**src/rtl/pc_gen.sv**
```systemverilog
// Program-counter generator for the IF stage: sequential fetch, stall hold,
// branch redirect (deferred while stalled) and flush redirect.
module pc_gen #(
  parameter int unsigned         ADDR_W   = 32,
  parameter logic [ADDR_W-1:0]   RESET_PC = '0,
  parameter int unsigned         PC_STEP  = 4
) (
  input  logic              clk,
  input  logic              rst,
  input  logic              stall_i,
  input  logic              flush_i,
  input  logic [ADDR_W-1:0] new_pc_i,
  input  logic              branch_flag_i,
  input  logic [ADDR_W-1:0] branch_target_i,
  output logic [ADDR_W-1:0] pc_o,
  output logic              ce_o,
  output logic              redirect_pend_o
);

  localparam logic [ADDR_W-1:0] ALIGN_MASK = ~ADDR_W'(3);
  localparam logic [ADDR_W-1:0] STEP       = ADDR_W'(PC_STEP);

  logic              ce_q, ce_d;
  logic [ADDR_W-1:0] pc_q, pc_d;
  logic              pend_q, pend_d;
  logic [ADDR_W-1:0] pend_pc_q, pend_pc_d;
  logic [ADDR_W-1:0] flush_pc, branch_pc;

  assign flush_pc  = new_pc_i & ALIGN_MASK;
  assign branch_pc = branch_target_i & ALIGN_MASK;

  // Priority: flush > stall (capture branch) > live branch > pending > increment.
  always_comb begin
    ce_d      = 1'b1;
    pc_d      = pc_q;
    pend_d    = pend_q;
    pend_pc_d = pend_pc_q;
    if (!ce_q) begin
      pc_d      = RESET_PC;
      pend_d    = 1'b0;
      pend_pc_d = '0;
    end else if (flush_i) begin
      pc_d      = flush_pc;
      pend_d    = 1'b0;
      pend_pc_d = '0;
    end else if (stall_i) begin
      if (branch_flag_i) begin
        pend_d    = 1'b1;
        pend_pc_d = branch_pc;
      end
    end else if (branch_flag_i) begin
      pc_d      = branch_pc;
      pend_d    = 1'b0;
      pend_pc_d = '0;
    end else if (pend_q) begin
      pc_d      = pend_pc_q;
      pend_d    = 1'b0;
      pend_pc_d = '0;
    end else begin
      pc_d = pc_q + STEP;
    end
  end

  always_ff @(posedge clk or posedge rst) begin
    if (rst) begin
      ce_q      <= 1'b0;
      pc_q      <= RESET_PC;
      pend_q    <= 1'b0;
      pend_pc_q <= '0;
    end else begin
      ce_q      <= ce_d;
      pc_q      <= pc_d;
      pend_q    <= pend_d;
      pend_pc_q <= pend_pc_d;
    end
  end

  assign pc_o            = pc_q;
  assign ce_o            = ce_q;
  assign redirect_pend_o = pend_q;

endmodule

```
**config.mk**
```make
export PLATFORM = sky130hd
export DESIGN_NAME = pc_gen
export DESIGN_NICKNAME = d
export VERILOG_FILES = /design/src/rtl/pc_gen.sv
export SDC_FILE = /design/constraint.sdc
export NUM_CORES = 1
export LEC_CHECK = 0
export BUFFER_PORTS_ARGS = -buffer_cell sky130_fd_sc_hd__buf_4
export CAP_MARGIN = 20
export CORE_MARGIN = 2
export CORE_UTILIZATION = 55
export DETAILED_ROUTE_END_ITERATION = 7
export PLACE_DENSITY_LB_ADDON = 0.12
export SYNTH_ARGS = -nofsm -noshare
export SYNTH_HDL_FRONTEND = slang
export SYNTH_SLANG_ARGS = --single-unit
```
**constraint.sdc**
```tcl
create_clock -name clk -period 5.45 [get_ports clk]
set_input_delay 1.09 -clock clk [delete_from_list [all_inputs] [get_ports clk]]
set_output_delay 1.09 -clock clk [all_outputs]
set_load 0.01 [all_outputs]
```
## Word level (Yosys, flattened, before mapping)

Cells that the tools add are included.

- Mux-type cells: 15
- $add $sub $neg: 1
- Equal/unequal tests: 3
- Reductions and logical operators: 1

Operators by type and width:

| kind | count |
|---|---|
| 32-bit two-way mux | 11 |
| 32-bit by 3-bit adder with 32-bit output, second input constant | 1 |
| 1-bit two-way mux | 4 |
| 4-bit by 3-bit inequality test with 1-bit output, second input constant | 1 |
| 4-bit inequality test, second input constant | 1 |
| 3-bit inequality test, second input constant | 1 |
| 2-bit AND reduction | 1 |

- Output and inout bits: 34
- Flip-flop bits (word level): 66

## Logic depth before layout (Yosys ltp)

Gate-level depths: netlist (run 1).

- Word-level depth: 6
- Gate-level depth with buffers: 8

## Least setup slack after synthesis (run 1)

No wires, ideal clock.

- Path type: input to register
- Start: in branch_flag_i
- End: reg pend_pc_q[21]
- Path slack: 3,097 ps
- Stages on the path: 8
- Required time: 5,333 ps
- Data arrival time: 2,235 ps
- Path buffers: 3
- Library setup time: 117 ps
- Path through: clkbuf_1 inv_1 nand2_1 or3_1 clkbuf_1 clkbuf_1 nand3_1 nand2_1

- Word-level cells in the longest chain between the ends: 4

RTL lines:

| what | line | source |
|---|---|---|
| start, declared | 13 | `input logic branch_flag_i,` |
| 32-bit two-way mux | 51 | `end else if (branch_flag_i) begin` |
| 32-bit two-way mux | 46 | `end else if (stall_i) begin` |
| 32-bit two-way mux | 42 | `end else if (flush_i) begin` |
| 32-bit two-way mux | 38 | `if (!ce_q) begin` |
| end signal, assigned | 74 | `pend_pc_q <= pend_pc_d;` |
| end, declared | 26 | `logic [ADDR_W-1:0] pend_pc_q, pend_pc_d;` |

Several ways; a longest one is shown, not always the timed one.
A chain may end at the register's enable or synchronous reset.

## Final worst setup path (run 1)

- Start: in flush_i
- End: reg pc_q[29] (netlist: pc_o[29])

- Word-level cells in the longest chain between the ends: 2

RTL lines:

| what | line | source |
|---|---|---|
| start, declared | 11 | `input logic flush_i,` |
| 32-bit two-way mux | 42 |  |
| 32-bit two-way mux | 38 |  |
| end signal, assigned | 72 | `pc_q <= pc_d;` |
| end, declared | 24 | `logic [ADDR_W-1:0] pc_q, pc_d;` |

Several ways; a longest one is shown, not always the timed one.

==> results of run 1 <==
worst min-delay path by stage:
| stage | slack, ns | end | cells after the start | from |
|---|---|---|---|---|
| floorplan | 0.43 | pend_pc_q[10] | 2 | pend_pc_q[10] |
| global placement | 0.44 | pend_pc_q[10] | 2 | pend_pc_q[10] |
| detailed placement | 0.45 | pend_pc_q[13] | 2 | pend_pc_q[13] |
| CTS | 0.46 | pend_pc_q[13] | 2 | pend_pc_q[13] |
| global route | 0.49 | pend_pc_q[12] | 2 | pend_pc_q[12] |
| finish | 0.46 | pend_pc_q[25] | 2 | pend_pc_q[25] |
state kept, by name, indices dropped and copies added (netlist names):
| name | count |
|---|---|
| ce_o | 1 |
| pc_o | 30 |
| pend_pc_q | 30 |
| redirect_pend_o | 1 |
power breakdown:
| group | internal [mW] | switching [mW] |
|---|---|---|
| logic | 0.100 | 0.124 |
| clock network | 0.181 | 0.172 |
| registers | 0.484 | 0.0375 |
layout by cell type (no fill, tap or decap), types with 10 or more instances in the layout:
cell / count
xnor2_1: 10
inv_1: 10
a21oi_1: 35
nand3_1: 37
dfrtp_1: 62
nand2_1: 101
nand4_1: 13
buf_4: 102
nor2_1: 18
clkbuf_8: 11
o21ai_0: 38
worst reg2reg max path: stages (launching register included):
cell and delay (ns):
dfrtp_1 0.43, ha_1 0.28, nand4_1 0.24, nor4_4 0.78, a31o_2 0.26, a21oi_1 0.07, o41ai_1 0.32
per-layer routing:
metal | vias to the layer above | track usage
li1 | 1966 | -
met1 | 2061 | 0.489
met2 | 263 | 0.470
met3 | 21 | 0.0738
met4 | 0 | 0.0987
met5 | - | 0
area by class of cell:
| class | instances | area [sq um] | share of cell area |
|---|---|---|---|
| timing repair buffer | 102 | 766 | 0.156 |
| clock inverter | 2 | 10.0 | 0.00204 |
| multi-input combinational | 391 | 2260 | 0.461 |
| clock buffer | 11 | 151 | 0.0309 |
| tap | 99 | 124 | 0.0253 |
| inverter | 11 | 41.3 | 0.00842 |
| sequential | 62 | 1550 | 0.316 |
cell families (layout without fill, tap and decap cells):
kind of cell    Yosys count  in the layout  share of synthesized area
flops                    62             62                      0.383
simple gates            224            224                      0.276
other cells               2              3                    0.00185
mux                       4              4                    0.00988
buf+inv                  56            126                     0.0602
xor+xnor                 12             12                     0.0259
fa+ha+maj                 1              1                    0.00309
compound gates          147            147                      0.241
metrics by stage:
| stage | util | total power [mW] | setup WS (ns) | instances | area [sq um] |
|---|---|---|---|---|---|
| floorplan | - | 0.643 | 2.82 | 509 | 4060 |
| global placement | 0.661 | 0.745 | 2.17 | 665 | 4740 |
| detailed placement | 0.661 | 0.749 | 2.13 | 665 | 4740 |
| CTS | 0.684 | 1.09 | 2.46 | 678 | 4900 |
| global route | 0.684 | 1.15 | 2.28 | 678 | 4900 |
| finish | 0.684 | 1.10 | 2.40 | 678 | 4900 |
==> reports/qor.txt, run 1 <==
critical path required time - 5.64 ns
initial antenna violation count - 0
initial core utilization - 0.565
routed wl met2 - 6050 um
Final Max Tran Viols - 0
most common cell in the netlist - nand2_1
# rows - 31
clk_lat worst skew - 0.34 ns
cells after synthesis - 508
layout net count - 647
GP Congestion - 0.878
IO Pins - 103
die width - 89.8 um
Max Freq - 328 MHz
Synth Register Bits - 62
Fin Clk Skew - 0.00939 ns
Cell Area, Synth - 0.00405 sq mm
filler cell count - 619
share of the yosys chip area belonging to registers - 0.383
Reg-to-Reg Start - pc_o[2]
vias in the first global route - 3884
final hold slack - 0.465 ns
Yosys warnings - 0
slowest CP cell - and2_1
Slew @ Worst Pin - 0.983 ns
post-CTS resize count - 0
WP data arrival - 3.24 ns
EDFF count, synth - 0
CP bufs+invs - 2
VDD IR max - 0.000121 V
Max Root-Sink Buffers - 2
CP Max Fanout - 47
cell breakdown of the critical path - buf_4 -> nor2b_1 -> and2_1 -> buf_4 -> nor3_1 -> a21oi_1 -> a221oi_2
CTS tree - yes
Remaining Overflow, GRT - 0
crit-path most repeated cell - buf_4
crit path launch - flush_i
cell taking the most area after synthesis - dfrtp_1
total core area - 0.00718 sq mm
CTS Sinks - 62
setup TNS - 0 ns
Num CTS Buffers - 9
met3 routed WL - 1580 um
Worst setup endpoint - pc_o[29]
DRC Markers - 0
vias - 4311
final WL - 13300 um
crit share post-route - 0.559
reg2reg end - pc_o[28]
synthesized area per cell - 7.98 sq um
worst reg2reg setup slack - 2.94 ns
CTS H-Tree Depth - 3
drt via density - 6.36
crit path capture type - register
DIE AREA - 0.00807 sq mm
Detail Route Antenna Nets - 0
WL/cell - 19.6 um
Area Growth Syn to Fin - 21.0%
PwrDens - 224 mW/mm^2
LEAKAGE - 2.25 nW
Synth cell types - 62
Min-Delay Path Class - register to register
ant diodes - 0
worst-case reg-to-reg path depth - 6
Post-DP HPWL - 8860 um
CTS Hold Buffers Added - 0
worst setup path class - primary input to register
Area contributors post-synth - dfrtp_1, nand2_1, o21ai_0
layout cells sized above 1 - 0.228
Worst path depth - 7
Die Span Y - 89.8 um
first-pass GRT wire length - 20900 um
status - complete, no violations
Synth top area share - 0.383
Synth top cells by count - nand2_1, dfrtp_1, o21ai_0, nand3_1, a21oi_1
DRT iter0 DRCs - 439
Max-Cap Viols - 0
CP peak stage delay - 0.76 ns
Worst-path clk slew - 0.06 ns
DRT Pass-1 Iters - 5
fin crit period - 3.05 ns
Hold Vio Cnt, Final - 0
pin count of the biggest net entering global routing - 63
Port-buffer cells - 96
max_slew headroom - 0.342
Final Setup Violations - 0
clock root buffer - clkbuf_8
setup bufs post-CTS - 0
M1 WL - 5510 um
Async SR Flop Fraction - 1.00
RSZ-0062 raised after global routing - false
Startpoint Class - primary input
Post-synth top flop - dfrtp_1
Largest delay share family, worst path - simple AND/OR/NAND/NOR gates
top routing layer used - met4
Total GRT Usage - 0.325
No activity file was read; power rests on OpenSTA's default activity.
==> inputs of run 2 (changes only) <==
--- a/config.mk
+++ b/config.mk
@@ -8,7 +8,7 @@
 export BUFFER_PORTS_ARGS = -buffer_cell sky130_fd_sc_hd__buf_4
 export CAP_MARGIN = 20
 export CORE_MARGIN = 2
-export CORE_UTILIZATION = 55
+export CORE_UTILIZATION = 49
 export DETAILED_ROUTE_END_ITERATION = 7
 export PLACE_DENSITY_LB_ADDON = 0.12
 export SYNTH_ARGS = -nofsm -noshare
==> constraint.sdc (replaced) <==
create_clock -name clk -period 2.6 [get_ports clk]
set_input_delay 0.52 -clock clk [delete_from_list [all_inputs] [get_ports clk]]
set_output_delay 0.52 -clock clk [all_outputs]
set_load 0.01 [all_outputs]
==> run 2 against run 1 <==
Effect of this change: global-route usage down 1.9 points; die area up 12%; sequential power up 110%; clock skew down 0.0036 ns; wire length down 1.3%; worst hold slack worse by 0.28 ns; setup slack worse by 2.0 ns; final cell count up 3.2%; critical path type is now register to register; largest power group unchanged.
==> reports/qor.txt, run 2 (synthesis gave the netlist of run 1 again) <==
filler cell count - 781
WP data arrival - 2.47 ns
first-pass GRT wire length - 20800 um
Area Growth Syn to Fin - 24.8%
DRT iter0 DRCs - 371
GP Congestion - 0.889
Remaining Overflow, GRT - 0
status - complete, no violations
CP Max Fanout - 15
clk_lat worst skew - 0.34 ns
crit share post-route - 0.862
LEAKAGE - 2.32 nW
most frequent cells in the layout - buf_4, nand2_1, dfrtp_1
vias - 4305
drt via density - 6.15
Finished Layout Cells - 700
Port-buffer cells - 96
Hold Vio Cnt, Final - 0
vias in the first global route - 3919
Detail Route Antenna Nets - 0
WL/cell - 18.7 um
ant diodes - 0
Max-Cap Viols - 0
Die Span Y - 94.9 um
clock root buffer - clkbuf_8
Clock Power Share - 0.365
Combinational Power Share - 0.194
Placed Cells - 684
Switching Fraction - 0.304
final WL - 13100 um
DIE AREA - 0.00901 sq mm
CTS H-Tree Depth - 3
DRC Markers - 0
Post-DP Area - 0.00485 sq mm
CTS tree - yes
max_slew headroom - 0.467
Total GRT Usage - 0.306
IO Pins - 103
RSZ-0062 raised after global routing - false
DRT Pass-1 Iters - 5
switching power total - 0.755 mW
total core area - 0.00813 sq mm
Max Root-Sink Buffers - 2
fin area - 0.00506 sq mm
layout cells sized above 1 - 0.249
crit path capture type - register
Slew @ Worst Pin - 0.797 ns
initial antenna violation count - 0
CTS Sinks - 62
PwrDens - 491 mW/mm^2
commonest non-fill, non-tap cell in the layout - buf_4
Num CTS Buffers - 9
Min-Delay Path Class - primary input to async pin
initial core utilization - 0.498
pin count of the biggest net entering global routing - 45
Final Max Tran Viols - 0
Worst-path clk slew - 0.08 ns
fin crit period - 2.24 ns
Post-DP HPWL - 9330 um
setup bufs post-CTS - 0
post-CTS resize count - 0
CTS Hold Buffers Added - 0
layout net count - 660
Final Setup Violations - 0
Fin Clk Skew - 0.00577 ns
die width - 94.9 um
Seq pwr share - 0.441
cell-internal power - 1.73 mW
Startpoint Class - register
# rows - 33
PnR Total Power - 2.48 mW
worst setup path class - register to register
critical path required time - 2.83 ns
setup TNS - 0 ns
Max Freq - 446 MHz
VDD IR max - 0.000251 V
[run 2: cell count changes in the layout (fill, tap and decap cells not counted)]
cell	change
clkinv_2	-1
clkinvlp_4	+3
bufinv_16	+1
buf_4	+13
[run 2: metal layers]
| layer | GRT usage | part of all wire | vias up |
|---|---|---|---|
| met3 | 0.0503 | 0.094 | 14 |
| met2 | 0.430 | 0.44 | 230 |
| li1 | - | - | 1996 |
| met5 | 0 | 0 | - |
| met1 | 0.476 | 0.46 | 2065 |
| met4 | 0.0978 | 0.013 | 0 |
[run 2: layout make-up]
cell class | instances | area, sq um | share of cell area
Clock buffer | 11 | 151 | 0.0299
Multi-Input combinational cell | 391 | 2260 | 0.447
Timing Repair Buffer | 115 | 863 | 0.171
Sequential cell | 62 | 1550 | 0.307
Inverter | 11 | 41.3 | 0.00816
Clock inverter | 5 | 57.6 | 0.0114
Tap cell | 105 | 131 | 0.0260
[run 2: power by group through the flow]
stage	registers, mW	clock network (mW)	logic (mW)
global placement	1.11	0	0.471
CTS	1.09	0.913	0.479
global route	1.10	0.948	0.530
finish	1.09	0.907	0.483
floorplan	1.10	0	0.249
detailed placement	1.11	0	0.477
[run 2: worst max-delay path, stage by stage (launching register included)]
cell and delay (ns):
dfrtp_1 0.46, and3_1 0.34, nand4_4 0.28, nor4_1 0.66, mux2i_1 0.27, o21ai_0 0.10
[run 2: final timing paths]
path,from,endpoint,slack (ns),cells past startpoint
hold reg to reg,pend_pc_q[8],pend_pc_q[8],0.47,2
min in group clk,new_pc_i[7],pc_o[7],0.39,2
setup / recovery,pc_o[7],pc_o[31],0.36,5
hold / removal,rst,pend_pc_q[18],0.19,2
max in group asynchronous,rst,pc_o[14],1.73,3
setup reg to reg,pc_o[7],pc_o[31],0.36,5
[run 2: stage by stage]
stage | hold slack [ns] | setup WS (ns) | utilization
2_1_floorplan | 0.430 | 0.539 | -
3_3_place_gp | 0.444 | 0.417 | 0.596
3_5_place_dp | 0.453 | 0.384 | 0.596
4_1_cts | 0.195 | 0.406 | 0.622
5_1_grt | 0.213 | 0.222 | 0.622
6_report | 0.186 | 0.358 | 0.622
